==> src/rtl/camif_pkg.sv <==
// Shared Camera_Interface definitions: blink FSM encoding and default LED timing.
package camif_pkg;

    localparam logic [1:0] ST_IDLE_C = 2'd0;
    localparam logic [1:0] ST_ON_C   = 2'd1;
    localparam logic [1:0] ST_OFF_C  = 2'd2;

    typedef enum logic [1:0] {
        S_IDLE = ST_IDLE_C,
        S_ON   = ST_ON_C,
        S_OFF  = ST_OFF_C
    } blink_state_e;

    // 40 ms at 50 MHz
    localparam int ON_CYCLES_DEF  = 2_000_000;
    localparam int OFF_CYCLES_DEF = 2_000_000;

    // Bits needed to count 0..max(on,off)-1; never narrower than one bit.
    function automatic int timer_width(input int on_c, input int off_c);
        int m;
        m = (on_c > off_c) ? on_c : off_c;
        return (m <= 1) ? 1 : $clog2(m);
    endfunction

endpackage

==> src/rtl/led_event_blinker_if.sv <==
// Event-in / LED-out bundle of the blinker; optional hold input under LED_HOLD_EN.
interface led_event_blinker_if #(
    parameter int Q_W = 4
);
    logic           ev_tick;
    logic           flush;
`ifdef LED_HOLD_EN
    logic           hold;
`endif
    logic           led;
    logic           busy;
    logic [Q_W-1:0] pending;
    logic           overflow;

`ifdef LED_HOLD_EN
    modport master (output ev_tick, flush, hold, input led, busy, pending, overflow);
    modport slave  (input ev_tick, flush, hold, output led, busy, pending, overflow);
`else
    modport master (output ev_tick, flush, input led, busy, pending, overflow);
    modport slave  (input ev_tick, flush, output led, busy, pending, overflow);
`endif

endinterface

==> src/rtl/sat_updown_counter.sv <==
// Saturating up/down counter with synchronous clear and sticky overflow flag.
// Simultaneous inc and dec cancel; inc at full scale holds and sets overflow.
module sat_updown_counter #(
    parameter int W = 4
) (
    input  logic         clk,
    input  logic         rst_n,
    input  logic         clr_i,
    input  logic         inc_i,
    input  logic         dec_i,
    output logic [W-1:0] cnt_o,
    output logic         ovf_o
);

    logic [W-1:0] cnt_q, cnt_d;
    logic         ovf_q, ovf_d;

    always_comb begin
        cnt_d = cnt_q;
        ovf_d = ovf_q;
        if (clr_i) begin
            cnt_d = '0;
            ovf_d = 1'b0;
        end else if (inc_i && !dec_i) begin
            if (cnt_q == {W{1'b1}}) begin
                ovf_d = 1'b1;
            end else begin
                cnt_d = cnt_q + W'(1);
            end
        end else if (dec_i && !inc_i && (cnt_q != '0)) begin
            cnt_d = cnt_q - W'(1);
        end
    end

    always_ff @(posedge clk) begin
        if (!rst_n) begin
            cnt_q <= '0;
            ovf_q <= 1'b0;
        end else begin
            cnt_q <= cnt_d;
            ovf_q <= ovf_d;
        end
    end

    assign cnt_o = cnt_q;
    assign ovf_o = ovf_q;

endmodule

==> src/rtl/led_event_blinker.sv <==
// Turns 1-cycle event ticks into ON/OFF LED blinks, queueing ticks that arrive mid-blink.
// LED_HOLD_EN adds a hold input that forces the LED on and freezes the blink FSM.
module led_event_blinker
    import camif_pkg::*;
#(
    parameter int ON_CYCLES  = ON_CYCLES_DEF,
    parameter int OFF_CYCLES = OFF_CYCLES_DEF,
    parameter int Q_W        = 4
) (
    input  logic                clk,
    input  logic                rst_n,
    led_event_blinker_if.slave  bus
);

    localparam int TW = timer_width(ON_CYCLES, OFF_CYCLES);
    localparam logic [TW-1:0] ON_LAST  = TW'(ON_CYCLES - 1);
    localparam logic [TW-1:0] OFF_LAST = TW'(OFF_CYCLES - 1);

    blink_state_e   state_q, state_d;
    logic [TW-1:0]  timer_q, timer_d;
    logic           led_q, led_d;
    logic           start;
    logic           frozen;
    logic [Q_W-1:0] pend;
    logic           ovf;
    logic           can_start;

`ifdef LED_HOLD_EN
    assign frozen = bus.hold;
`else
    assign frozen = 1'b0;
`endif

    // A flush in the same cycle wins over launching the next queued blink.
    assign can_start = (pend != '0) && !bus.flush;

    always_comb begin
        state_d = state_q;
        timer_d = timer_q;
        start   = 1'b0;
        if (!frozen) begin
            case (state_q)
                S_IDLE: begin
                    if (can_start) begin
                        state_d = S_ON;
                        timer_d = '0;
                        start   = 1'b1;
                    end
                end
                S_ON: begin
                    if (timer_q == ON_LAST) begin
                        state_d = S_OFF;
                        timer_d = '0;
                    end else begin
                        timer_d = timer_q + TW'(1);
                    end
                end
                S_OFF: begin
                    if (timer_q == OFF_LAST) begin
                        timer_d = '0;
                        if (can_start) begin
                            state_d = S_ON;
                            start   = 1'b1;
                        end else begin
                            state_d = S_IDLE;
                        end
                    end else begin
                        timer_d = timer_q + TW'(1);
                    end
                end
                default: begin
                    state_d = S_IDLE;
                    timer_d = '0;
                end
            endcase
        end
        led_d = frozen || (state_d == S_ON);
    end

    always_ff @(posedge clk) begin
        if (!rst_n) begin
            state_q <= S_IDLE;
            timer_q <= '0;
            led_q   <= 1'b0;
        end else begin
            state_q <= state_d;
            timer_q <= timer_d;
            led_q   <= led_d;
        end
    end

    sat_updown_counter #(
        .W (Q_W)
    ) u_pending (
        .clk   (clk),
        .rst_n (rst_n),
        .clr_i (bus.flush),
        .inc_i (bus.ev_tick),
        .dec_i (start),
        .cnt_o (pend),
        .ovf_o (ovf)
    );

    assign bus.led      = led_q;
    assign bus.pending  = pend;
    assign bus.overflow = ovf;
    assign bus.busy     = (state_q != S_IDLE) || (pend != '0);

endmodule

==> src/flat_wrapper.sv <==
// flat-port wrapper written by rule: the top's interface ports become plain ports
module led_event_blinker_flat import camif_pkg::*;
#(
    parameter int ON_CYCLES  = ON_CYCLES_DEF,
    parameter int OFF_CYCLES = OFF_CYCLES_DEF,
    parameter int Q_W        = 4
)
  (clk, rst_n, bus_ev_tick, bus_flush, bus_led, bus_busy, bus_pending, bus_overflow);
  led_event_blinker_if #(.Q_W(Q_W)) bus_i ();
  input  logic clk;
  input  logic rst_n;
  input wire logic [$bits(bus_i.ev_tick)-1:0] bus_ev_tick;
  input wire logic [$bits(bus_i.flush)-1:0] bus_flush;
  output wire logic [$bits(bus_i.led)-1:0] bus_led;
  output wire logic [$bits(bus_i.busy)-1:0] bus_busy;
  output wire logic [$bits(bus_i.pending)-1:0] bus_pending;
  output wire logic [$bits(bus_i.overflow)-1:0] bus_overflow;
  assign bus_i.ev_tick = bus_ev_tick;
  assign bus_i.flush = bus_flush;
  assign bus_led = bus_i.led;
  assign bus_busy = bus_i.busy;
  assign bus_pending = bus_i.pending;
  assign bus_overflow = bus_i.overflow;
  led_event_blinker #(.ON_CYCLES(ON_CYCLES), .OFF_CYCLES(OFF_CYCLES), .Q_W(Q_W)) u_core (.clk(clk), .rst_n(rst_n), .bus(bus_i));
endmodule
==> config.mk <==
export PLATFORM = sky130hd
export DESIGN_NAME = led_event_blinker_flat
export DESIGN_NICKNAME = d
export VERILOG_FILES = /design/src/rtl/camif_pkg.sv /design/src/rtl/led_event_blinker_if.sv /design/src/rtl/sat_updown_counter.sv /design/src/rtl/led_event_blinker.sv /design/src/flat_wrapper.sv
export SDC_FILE = /design/constraint.sdc
export NUM_CORES = 1
export LEC_CHECK = 0
export BUFFER_PORTS_ARGS = -buffer_cell sky130_fd_sc_hd__buf_2
export CAP_MARGIN = 15
export CORE_ASPECT_RATIO = 2
export CORE_UTILIZATION = 40
export CTS_BUF_LIST = sky130_fd_sc_hd__clkbuf_4 sky130_fd_sc_hd__clkbuf_8 sky130_fd_sc_hd__clkbuf_16
export CTS_CLUSTER_SIZE = 14
export DETAILED_ROUTE_END_ITERATION = 16
export PLACE_DENSITY = 0.68
export SLEW_MARGIN = 0
export SYNTH_ARGS = -nofsm -noshare
export SYNTH_HDL_FRONTEND = slang
export SYNTH_SLANG_ARGS = --single-unit
export TNS_END_PERCENT = 10
==> constraint.sdc <==
create_clock -name clk -period 4.4 [get_ports clk]
set_clock_uncertainty 0.2 [all_clocks]
set_input_delay 0.44 -clock clk [delete_from_list [all_inputs] [get_ports clk]]
set_output_delay 0.44 -clock clk [all_outputs]
set_load 0.05 [all_outputs]
# Word-level counts from Yosys, hierarchy flattened
# Cells that the tools add are included.
word_totals:
  ff_bits: 29
  input_bits: 4
  out_inout_bits: 7
  word_cells: 46
op_classes:
  addsub: 3
  n_eq_ne: 7
  muxes: 14
  bitwise: 1
  n_reduce_logical: 16
ops:
  columns: ["operator", "n"]
  rows:
  - ["two-way mux 21 bit", 2]
  - ["one-hot mux 21 bit (2 select lines)", 1]
  - ["adder 21 x 1 -> 21 bit (second input constant)", 1]
  - ["== test 21 bit (second input constant)", 1]
  - ["two-way mux 4 bit", 3]
  - ["two-way mux 2 bit", 3]
  - ["one-hot mux 2 bit (3 select lines)", 1]
  - ["adder 4 x 1 -> 4 bit (second input constant)", 1]
  - ["== test 2 x 1 -> 1 bit (second input constant)", 2]
  - ["== test 4 bit (second input constant)", 1]
  - ["logical AND 1 bit", 4]
  - ["AND reduction 2 bit", 2]
  - ["nonzero test 2 bit", 2]
  - ["nonzero test 4 bit", 1]
  - ["OR reduction 2 bit", 2]
  - ["subtractor 4 x 1 -> 4 bit (second input constant)", 1]
  - ["zero test 1 bit", 3]
  - ["two-way mux 1 bit", 3]
  - ["== test 2 bit (second input constant)", 1]
  - ["zero test 2 bit", 1]
  - ["!= test 2 x 1 -> 1 bit (second input constant)", 1]
  - ["!= test 2 bit (second input constant)", 1]
  - ["one-hot mux 1 bit (2 select lines)", 1]
  - ["logical OR 1 bit", 1]
  - ["NOT 1 bit", 1]

# Longest topological paths before layout
# Gate-level depths: netlist (run 1).
logic_depth:
  word_depth: 9
  mapped_depth: 12
  depth_no_buf: 12

# Modules after synthesis
# From an unflattened synthesis (run 1), not the netlist that was laid out.
unflattened:
  hier_cells: 196
  hier_area_um2: 1676.6
by_module_without_submodules:
  columns: ["module", "n_inst", "cells_per_inst", "area_each_um2", "seq_area_each_um2"]
  rows:
  - ["led_event_blinker", 1, 163, 1366.3, 480.5]
  - ["sat_updown_counter", 1, 33, 310.3, 100.1]

# Worst setup path after synthesis (run 1)
# OpenSTA, ideal clock, no wires.
synth_timing:
  path_kind: "register to register"
  start: "register u_core.timer_q[0]"
  end: "register u_core.u_pending.cnt_q[3], in the netlist u_core.u_pending.cnt_o[3]"
  setup_ns: 0.080
  arrival_ns: 2.702
  t_required_ns: 4.120
  slack_ns: 1.418
  stages_incl_launch_ff: 13
  n_path_buf: 0
  synth_period_minus_slack_ns: 2.982
  cell_sequence: "dfxtp_1 -> ha_1 -> or3b_2 -> nor4_4 -> nand4_2 -> nand3_1 -> ha_1 -> a21o_1 -> a21oi_1 -> nor2_1 -> and3_1 -> o21ai_1 -> nor3b_1"
synth_between:
  elab_chain_cells: 7
  word_cells_on_any_way: 11
  classes_between: "2 x eq/ne; 3 x mux; 6 x reduce/logical"
synth_rtl:
  columns: ["element", "line_no", "source"]
  rows:
  - ["from (decl)", "led_event_blinker.sv:20", "logic [TW-1:0] timer_q, timer_d;"]
  - ["from (signal assigned)", "led_event_blinker.sv:87", "timer_q <= timer_d;"]
  - ["== test 21 bit (*)", "led_event_blinker.sv:59", "if (timer_q == OFF_LAST) begin"]
  - ["two-way mux 1 bit (*)", "led_event_blinker.sv:59", null]
  - ["one-hot mux 1 bit (2 select lines) (*)", "led_event_blinker.sv:42", "case (state_q)"]
  - ["zero test 1 bit or logical AND 1 bit (tied branches)", "sat_updown_counter.sv:24, sat_updown_counter.sv:30", null]
  - ["logical AND 1 bit, on equally long branches", "sat_updown_counter.sv:24, sat_updown_counter.sv:30", null]
  - ["!= test 2 bit (no source line) or nonzero test 2 bit (tied branches)", null, null]
  - ["AND reduction 2 bit (no source line)", null, null]
  - ["to (signal assigned)", "sat_updown_counter.sv:40", "cnt_q <= cnt_d;"]
  - ["to (decl)", "sat_updown_counter.sv:15", "logic [W-1:0] cnt_q, cnt_d;"]
# Every way passes the cells marked *; elsewhere a longest branch is shown, timed or not.
# A chain may end at the register's enable or synchronous reset.

# Final worst setup path (run 1)
layout_timing:
  start: "register u_core.timer_q[1]"
  end: "register u_core.u_pending.cnt_q[3], in the netlist u_core.u_pending.cnt_o[3]"
# Same word-level chain as after synthesis.

==> results of run 1 <==
[sequential cells by signal, indices dropped and copies added, names as in the netlist]
signal                  cells
u_core.timer_q             21
u_core.bus.led              1
u_core.u_pending.cnt_o      4
u_core.state_q              2
u_core.u_pending.ovf_o      1
[critical path: cells and delay by family, from the launching register on]
family,cells,cell delay (ns)
and+or+nand+nor,7,1.60
DFF,1,0.38
AOI/OAI and AO/OA,3,0.47
adders and majority gates,2,0.51
[metal layers]
layer / vias to the layer above / part of all wire, % / global-route usage [%]
li1: 715 / - / -
met1: 677 / 36 / 17.7
met2: 32 / 57 / 35.2
met3: 10 / 3.4 / 4.37
met4: 0 / 3.9 / 11.9
met5: - / 0 / 0
[cell families after synthesis]
kind of cell	count (synthesis)	synth area share, %
buffers and inverters	7	1.81
AO/OA/AOI/OAI	30	12.1
multiplexers	1	0.707
flip-flops	29	36.4
adder cells (fa/ha/maj)	8	6.76
XOR/XNOR	15	8.25
AND/OR/NAND/NOR	102	33.9
[path summary, 6_finish.rpt]
check,from,end,slack [ns]
max,u_core.timer_q[1],u_core.u_pending.cnt_o[3],1.17
min,u_core.u_pending.ovf_o,u_core.u_pending.ovf_o,0.26
max reg2reg,u_core.timer_q[1],u_core.u_pending.cnt_o[3],1.17
min reg2reg,u_core.u_pending.ovf_o,u_core.u_pending.ovf_o,0.26
[power by group through the flow]
| stage | clock, uW | sequential (uW) | combinational, uW |
|---|---|---|---|
| floorplan | 0 | 293 | 69.1 |
| global route | 263 | 275 | 118 |
| detailed placement | 0 | 281 | 107 |
| CTS | 249 | 275 | 107 |
| finish | 241 | 275 | 106 |
| global placement | 0 | 281 | 106 |
[cell type report]
class	instances	area share, %
clock buffers	7	5.36
well taps	51	3.55
multi-input cells	156	54.7
repair buffers	10	2.78
inverters	5	1.04
clock inverters	1	0.278
flip-flops and latches	29	32.3
[metrics by stage]
stage / utilization, % / std cells / hold WS [ns] / total power, uW / instance area, um^2
floorplan: - / 192 / 0.262 / 362 / 1590
CTS: 46.8 / 259 / 0.267 / 630 / 1800
finish: 46.8 / 259 / 0.260 / 622 / 1800
global route: 46.8 / 259 / 0.304 / 656 / 1800
detailed placement: 44.1 / 251 / 0.253 / 387 / 1700
global placement: 44.1 / 251 / 0.243 / 387 / 1700
[cells in the mapped netlist (2+ instances only)]
cell,n,area (um^2)
sky130_fd_sc_hd__nand3b_1,2,15.0
sky130_fd_sc_hd__ha_1,7,87.6
sky130_fd_sc_hd__nand4_1,7,43.8
sky130_fd_sc_hd__and2_1,3,18.8
sky130_fd_sc_hd__nor3b_1,3,22.5
sky130_fd_sc_hd__nand2b_1,2,12.5
sky130_fd_sc_hd__a21oi_1,9,45.0
sky130_fd_sc_hd__xnor2_1,8,70.1
sky130_fd_sc_hd__nor4_1,5,31.3
sky130_fd_sc_hd__nand2_1,23,86.3
sky130_fd_sc_hd__xor2_1,7,61.3
sky130_fd_sc_hd__nand3_1,12,60.1
sky130_fd_sc_hd__dfxtp_1,29,581
sky130_fd_sc_hd__o21ai_1,2,10.0
sky130_fd_sc_hd__a31oi_1,2,12.5
sky130_fd_sc_hd__o21ai_0,5,25.0
sky130_fd_sc_hd__o21a_1,2,15.0
sky130_fd_sc_hd__inv_1,5,18.8
sky130_fd_sc_hd__a21o_1,2,15.0
sky130_fd_sc_hd__nor3_1,5,25.0
sky130_fd_sc_hd__or3_1,2,12.5
sky130_fd_sc_hd__nor2_1,26,97.6
==> metrics, run 1 <==
area of combinational cells with multiple inputs 983 um^2; part of the total power dissipated in the clock network 38.7%; Post-Place Worst Slack 1.16 ns; number of violations reported at the end of detailed-routing iteration 0 43; Critical Path Source Type register; post-cts sizing count 0; Die Span X 46.6 um; number of failing setup endpoints in the final timing report 0; number of fillers in the final layout 408; post-synthesis cell area 1590 um^2; maximum frequency from static timing analysis 309 MHz; maximum VDD drop 198 uV; number of post-CTS setup repair buffers 0; Crit Path Category register to register; number of flip-flops and latches in the synthesized netlist 29; synth-to-layout area growth 12.9%; Seq pwr share 44.2%; Setup TNS 0 ns; Power Density 346 nW/um^2; total area of sequential cells 581 um^2; residual DRC count 0; main flop type after synthesis sky130_fd_sc_hd__dfxtp_1; insertion delay to the later sink of the worst-skew pair 0.28 ns; slowest cell on the critical path sky130_fd_sc_hd__or3b_2; worst hold path cell count 1; commonest non-fill, non-tap cells in the layout sky130_fd_sc_hd__dfxtp_1 (29), sky130_fd_sc_hd__nor2_1 (26), sky130_fd_sc_hd__nand2_1 (23), sky130_fd_sc_hd__nand3_1 (12), sky130_fd_sc_hd__buf_2 (10); total nets after synthesis 204; placer congestion estimate 0.879; data arrival time of the worst path 3.24 ns; Routed WL 3.57 mm; portion of the post-synthesis area used by sequential elements 36.4%; final net count 219; global-route wire length before repair 6.02 mm; largest fanout of any net on the critical path 6; initial antenna violation count 0; final hold violation count 0; vias post-DR 1,434; internal power 441 uW; Synth warnings 0; pin count of the biggest net entering global routing 15; length of the first detailed-routing pass in iterations 4; switching share of total power 29.1%; normalized max-slew margin 50.2%; Max Transition Viols Final 0; distinct cell type count of the synthesized netlist 46; fraction of final layout cells sized beyond drive strength 1 13.0%; count of antenna-violating nets left after detailed routing 0; Worst setup EP type register; Avg WL per Cell 13.8 um; placed wire-length estimate after detailed placement 2.74 mm; total of buffers placed on input and output ports 10; ordered list of cells on the worst path ha_1 > or3b_2 > nor4_4 > nand4_2 > nand3_1 > ha_1 > a21o_1 > a21oi_1 > nor2_1 > and3_1 > o21ai_1 > nor3b_1; effective utilization at floorplan 41.4%; average instance area after synthesis 8.30 um^2; clock slew at reported path FFs 0.07 ns; clk sinks 29; run status complete, no violations; Max Root-Sink Buffers 2; placeable core area 3840 um^2; number of synthesized flops with an enable pin 0; setup repair after global routing missed its margin false; switching power 181 uW; CP max stage delay 0.49 ns; die footprint 4250 um^2; FP Rows 32; GR Overflow Total 0; I/O pin cnt 11; depth of the CTS H-tree 2; path depth of the worst reg2reg path 12; vertical extent of the die 91.2 um; worst setup margin 1.17 ns; portion of total power attributed to combinational logic 17.1%; MaxCap Viol Count 0; commonest non-fill, non-tap cell in the layout sky130_fd_sc_hd__dfxtp_1; Period Utilization, post-route 73.5%; root buffer selected by CTS sky130_fd_sc_hd__clkbuf_8; number of global-route vias before repair 1,415; CTS Buf Count 5; Inserted Diodes 0; ratio of routed vias to standard cells 5.54; leakage power 0.000674 uW; actual slew at the worst max-slew pin 0.740 ns; Hold Buf Count CTS 0; overall fraction of global-route tracks in use 19.5%; clock period minus worst slack 3.23 ns; cells after synthesis 192; share of synthesized flip-flops with an asynchronous set or reset 0%; most common cell type on the critical path sky130_fd_sc_hd__ha_1; worst hold path type register to register; TritonCTS clock tree yes; Crit path required time 4.40 ns
Note: power is estimated with default switching activity, not from simulation.
==> inputs of run 2 (changes only) <==
==> constraint.sdc (replaced) <==
create_clock -name clk -period 3.1 [get_ports clk]
set_clock_uncertainty 0.2 [all_clocks]
set_input_delay 0.31 -clock clk [delete_from_list [all_inputs] [get_ports clk]]
set_output_delay 0.31 -clock clk [all_outputs]
set_load 0.05 [all_outputs]
==> run 2 against run 1 <==
Net effect: via count increased by 2.3%; sequential share of layout area decreased by 1.1 points; worst hold slack got worse by 0.10 ns; routed wire length increased by 7.2%; cell count increased by 2.7%; setup slack got worse by 0.97 ns; total power increased by 44%; die area unchanged; largest cell class unchanged.
==> metrics, run 2 (synthesized netlist as in run 1, its figures left out) <==
length of the first detailed-routing pass in iterations 4; overall fraction of global-route tracks in use 19.7%; FP Rows 32; placer congestion estimate 0.862; commonest non-fill, non-tap cells in the layout sky130_fd_sc_hd__dfxtp_1 (27), sky130_fd_sc_hd__nor2_1 (26), sky130_fd_sc_hd__nand2_1 (23), sky130_fd_sc_hd__nand3_1 (11), sky130_fd_sc_hd__buf_2 (10); family of cells with the greatest summed delay on the critical path simple AND/OR/NAND/NOR gates; number of global-route vias before repair 1,452; number of failing setup endpoints in the final timing report 0; clock period minus worst slack 2.91 ns; synth-to-layout area growth 17.8%; leakage power 0.000720 uW; TritonCTS clock tree yes; total area of sequential cells 586 um^2; I/O pin cnt 11; MaxCap Viol Count 0; worst setup margin 0.193 ns; count of antenna-violating nets left after detailed routing 0; residual DRC count 0; final net count 226; Crit path required time 3.07 ns; effective utilization at floorplan 41.4%; placeable core area 3840 um^2; Max Root-Sink Buffers 2; ordered list of cells on the worst path ha_1 > or3b_4 > nor4_4 > nand4_2 > nand3_2 > ha_1 > a21o_1 > a21oi_2 > nand2b_1 > a21oi_1 > o21ai_1 > nor3b_2; Worst setup EP type register; number of fillers in the final layout 410; number of violations reported at the end of detailed-routing iteration 0 48; Crit Path Category register to register; Setup TNS 0 ns; CTS Buf Count 5; total of buffers placed on input and output ports 10; most common cell type on the critical path sky130_fd_sc_hd__ha_1; Inserted Diodes 0; vias post-DR 1,467; worst hold path type input port to register; pin count of the biggest net entering global routing 15; Die Span X 46.6 um; commonest non-fill, non-tap cell in the layout sky130_fd_sc_hd__dfxtp_1; Power Density 477 nW/um^2; Stages on worst setup path 12; area of combinational cells with multiple inputs 1000 um^2; Largest register FFs 21; area of all placed cells without fillers 1880 um^2; depth of the CTS H-tree 2; run status complete, no violations; clock slew at reported path FFs 0.07 ns; insertion delay to the later sink of the worst-skew pair 0.28 ns; path depth of the worst reg2reg path 12; die footprint 4250 um^2; placed standard-cell area 1740 um^2; global-route wire length before repair 6.07 mm; data arrival time of the worst path 2.88 ns; vertical extent of the die 91.2 um; Avg WL per Cell 14.4 um; largest fanout of any net on the critical path 4; WP buf/inv 0; Post-Place Worst Slack 0.146 ns; fraction of final layout cells sized beyond drive strength 1 18.6%; maximum VDD drop 378 uV; normalized max-slew margin 48.7%; maximum frequency from static timing analysis 344 MHz; root buffer selected by CTS sky130_fd_sc_hd__clkbuf_8; CP max stage delay 0.39 ns; worst hold path cell count 3; Reg with most FFs u_core.timer_q; Critical Path Source Type register; initial antenna violation count 0; final hold violation count 0; clk sinks 29; ratio of routed vias to standard cells 5.52; Routed WL 3.82 mm; placed wire-length estimate after detailed placement 2.84 mm; setup repair after global routing missed its margin false; actual slew at the worst max-slew pin 0.763 ns; Max Transition Viols Final 0; GR Overflow Total 0; slowest cell on the critical path sky130_fd_sc_hd__or3b_4; Period Utilization, post-route 93.8%
## run 2: worst paths after layout
kind | from | endpoint | slack, ns
hold reg to reg | u_core.u_pending.ovf_o | u_core.u_pending.ovf_o | 0.26
setup reg to reg | u_core.timer_q[0] | u_core.u_pending.cnt_o[3] | 0.19
hold / removal | rst_n | u_core.timer_q[3] | 0.16
setup / recovery | u_core.timer_q[0] | u_core.u_pending.cnt_o[3] | 0.19
## run 2: worst register-to-register path, cell delays in order (launching register included)
cell,delay [ns]
sky130_fd_sc_hd__dfxtp_4,0.36
sky130_fd_sc_hd__ha_1,0.16
sky130_fd_sc_hd__or3b_4,0.40
sky130_fd_sc_hd__nor4_4,0.35
sky130_fd_sc_hd__nand4_2,0.14
sky130_fd_sc_hd__nand3_2,0.11
sky130_fd_sc_hd__ha_1,0.23
sky130_fd_sc_hd__a21o_1,0.19
sky130_fd_sc_hd__a21oi_2,0.16
sky130_fd_sc_hd__nand2b_1,0.07
sky130_fd_sc_hd__a21oi_1,0.20
sky130_fd_sc_hd__o21ai_1,0.08
sky130_fd_sc_hd__nor3b_2,0.15
## run 2: timing repair
| item | CTS | global route |
|---|---|---|
| buffers inserted | 0 | 1 |
| hold buffers | 0 | 0 |
| resized for setup | 0 | 8 |
| setup endpoints to repair | 0 | 1 |
| hold endpoints to repair | 0 | 0 |
## run 2: layer usage
layer / GRT usage, % / vias to the layer above / routed length (um)
met5: 0 / - / 0
met4: 11.0 / 0 / 157
met3: 5.17 / 15 / 139
met2: 36.5 / 37 / 2190
met1: 16.8 / 687 / 1340
li1: - / 728 / -
## run 2: area by class of cell
cell class | count | area share (%)
timing repair buffer | 17 | 5.47
multi-input combinational | 156 | 53.5
tap | 51 | 3.40
inverter | 5 | 1.00
clock inverter | 1 | 0.267
clock buffer | 7 | 5.13
sequential | 29 | 31.2
## run 2: per-stage QoR
step | instances | total power (uW) | util (%) | hold WS (ns)
after detailed placement | 257 | 557 | 45.3 | 0.257
after floorplan | 192 | 514 | - | 0.249
final | 266 | 896 | 48.8 | 0.155
after global routing | 266 | 937 | 48.8 | 0.195
after global placement | 257 | 555 | 45.3 | 0.243
after CTS | 265 | 900 | 47.9 | 0.148
## run 2: power breakdown
part           internal (uW)  switching (uW)
Combinational           51.2             111
Clock                    200             142
Sequential               380            9.94
Total                    632             264
==> inputs of run 3 (changes only) <==
==> constraint.sdc (replaced) <==
create_clock -name clk -period 3.6 [get_ports clk]
set_clock_uncertainty 0.2 [all_clocks]
set_input_delay 0.36 -clock clk [delete_from_list [all_inputs] [get_ports clk]]
set_output_delay 0.36 -clock clk [all_outputs]
set_load 0.05 [all_outputs]
==> run 3 against run 2 <==
Net effect: sequential share of layout area is 0.96 points higher; design area decreased by 3.8%; total power down 14%; combinational power decreased by 18%; setup slack improved by 0.19 ns; routed wire length fell by 2.1%; first-iteration DRC count down 38%; fmax fell by 9.6%; critical endpoint unchanged; largest power group unchanged.
==> metrics, run 3 (synthesized netlist as in run 1, its figures left out) <==
origin of the worst min-delay path rst_n; number of global-route vias before repair 1,435; Avg WL per Cell 14.4 um; maximum VDD drop 236 uV; Routed WL 3.74 mm; area of all placed cells without fillers 1810 um^2; maximum frequency from static timing analysis 311 MHz; placeable core area 3840 um^2; Hold Worst Slack 0.220 ns; total of buffers placed on input and output ports 10; Crit path required time 3.61 ns; largest fanout of any net on the critical path 8; TritonCTS clock tree yes; worst hold path type input port to register; slowest cell on the critical path sky130_fd_sc_hd__or4b_4; GR Overflow Total 0; Worst setup EP type register; WP buf/inv 0; clk sinks 29; setup repair after global routing missed its margin false; normalized max-slew margin 47.7%; count of antenna-violating nets left after detailed routing 0; number of failing setup endpoints in the final timing report 0; placed standard-cell area 1700 um^2; number of violations reported at the end of detailed-routing iteration 0 30; overall fraction of global-route tracks in use 19.8%; Register-to-Register Setup Slack 0.39 ns; root buffer selected by CTS sky130_fd_sc_hd__clkbuf_8; total area of sequential cells 581 um^2; data arrival time of the worst path 3.22 ns; worst setup margin 0.386 ns; CP max stage delay 0.51 ns; Max Transition Viols Final 0; Power Density 425 nW/um^2; Inserted Diodes 0; depth of the CTS H-tree 2; final net count 220; placed wire-length estimate after detailed placement 2.82 mm; Setup TNS 0 ns; insertion delay to the later sink of the worst-skew pair 0.28 ns; global-route wire length before repair 6.07 mm; die footprint 4250 um^2; actual slew at the worst max-slew pin 0.778 ns; FP Rows 32; family of cells with the greatest summed delay on the critical path simple AND/OR/NAND/NOR gates; Largest register FFs 21; length of the first detailed-routing pass in iterations 4; worst reg2reg path startpoint u_core.timer_q[10]; area of combinational cells with multiple inputs 983 um^2; initial antenna violation count 0; I/O pin cnt 11; vertical extent of the die 91.2 um; ordered list of cells on the worst path or4b_4 > nor4_4 > nand4_2 > nand3_1 > ha_1 > a21o_1 > a21oi_1 > nor2_1 > and3_1 > o21ai_1 > nor3b_1; synth-to-layout area growth 13.4%; number of placed instances with taps included 252; clock slew at reported path FFs 0.06 ns; Period Utilization, post-route 89.3%; Max Root-Sink Buffers 2; number of post-CTS setup repair buffers 0; effective utilization at floorplan 41.4%; ratio of routed vias to standard cells 5.60; commonest non-fill, non-tap cell in the layout sky130_fd_sc_hd__dfxtp_1; leakage power 0.000679 uW; vias post-DR 1,457; MaxCap Viol Count 0; post-cts sizing count 0; Critical Path Source Type register; residual DRC count 0; Hold Buf Count CTS 0; placer congestion estimate 0.892; CTS Buf Count 5; clock period minus worst slack 3.21 ns; Reg with most FFs u_core.timer_q; number of fillers in the final layout 417; commonest non-fill, non-tap cells in the layout sky130_fd_sc_hd__dfxtp_1 (29), sky130_fd_sc_hd__nor2_1 (26), sky130_fd_sc_hd__nand2_1 (23), sky130_fd_sc_hd__nand3_1 (12), sky130_fd_sc_hd__buf_2 (10); Post-Place Worst Slack 0.394 ns; critical path launch point u_core.timer_q[10]; Crit Path Category register to register; Die Span X 46.6 um; run status complete, no violations; final cell count without fillers 260; final hold violation count 0; fraction of final layout cells sized beyond drive strength 1 13.4%; pin count of the biggest net entering global routing 15
## run 3: cell type report
| type | count | area share (%) |
|---|---|---|
| repair buffers | 11 | 3.19 |
| flip-flops and latches | 29 | 32.2 |
| inverters | 5 | 1.04 |
| well taps | 51 | 3.53 |
| multi-input cells | 156 | 54.5 |
| clock inverters | 1 | 0.277 |
| clock buffers | 7 | 5.34 |
## run 3: metrics by stage
stage | util (%) | total power, uW
after floorplan | - | 442
after global placement | 44.3 | 473
after detailed placement | 44.3 | 475
after CTS | 47.0 | 774
after global routing | 47.0 | 803
final | 47.0 | 768
## run 3: where the power goes
part / leakage [uW] / total, uW / internal (uW) / switching [uW]
Combinational: 0.000391 / 133 / 38.7 / 94.2
Clock: 0.0000542 / 299 / 173 / 126
Sequential: 0.000234 / 336 / 328 / 7.99
## run 3: final timing paths
| kind | endpoint | depth (start not counted) |
|---|---|---|
| max | u_core.u_pending.cnt_o[3] | 11 |
| min | u_core.timer_q[3] | 3 |
| max reg2reg | u_core.u_pending.cnt_o[3] | 11 |
| min reg2reg | u_core.u_pending.ovf_o | 1 |
## run 3: layer usage
metal / up-vias / share of wire, % / GRT usage, %
li1: 712 / - / -
met3: 16 / 3.7 / 5.77
met4: 0 / 4.8 / 13.8
met1: 690 / 36 / 17.5
met2: 39 / 55 / 34.4
met5: - / 0 / 0
## run 3: worst reg2reg max path: cells and delay by family, from the launching register on
| kind | cells | cell delay (ns) |
|---|---|---|
| AO/OA/AOI/OAI | 3 | 0.48 |
| flip-flops | 1 | 0.45 |
| AND/OR/NAND/NOR | 7 | 1.72 |
| adder cells (fa/ha/maj) | 1 | 0.27 |
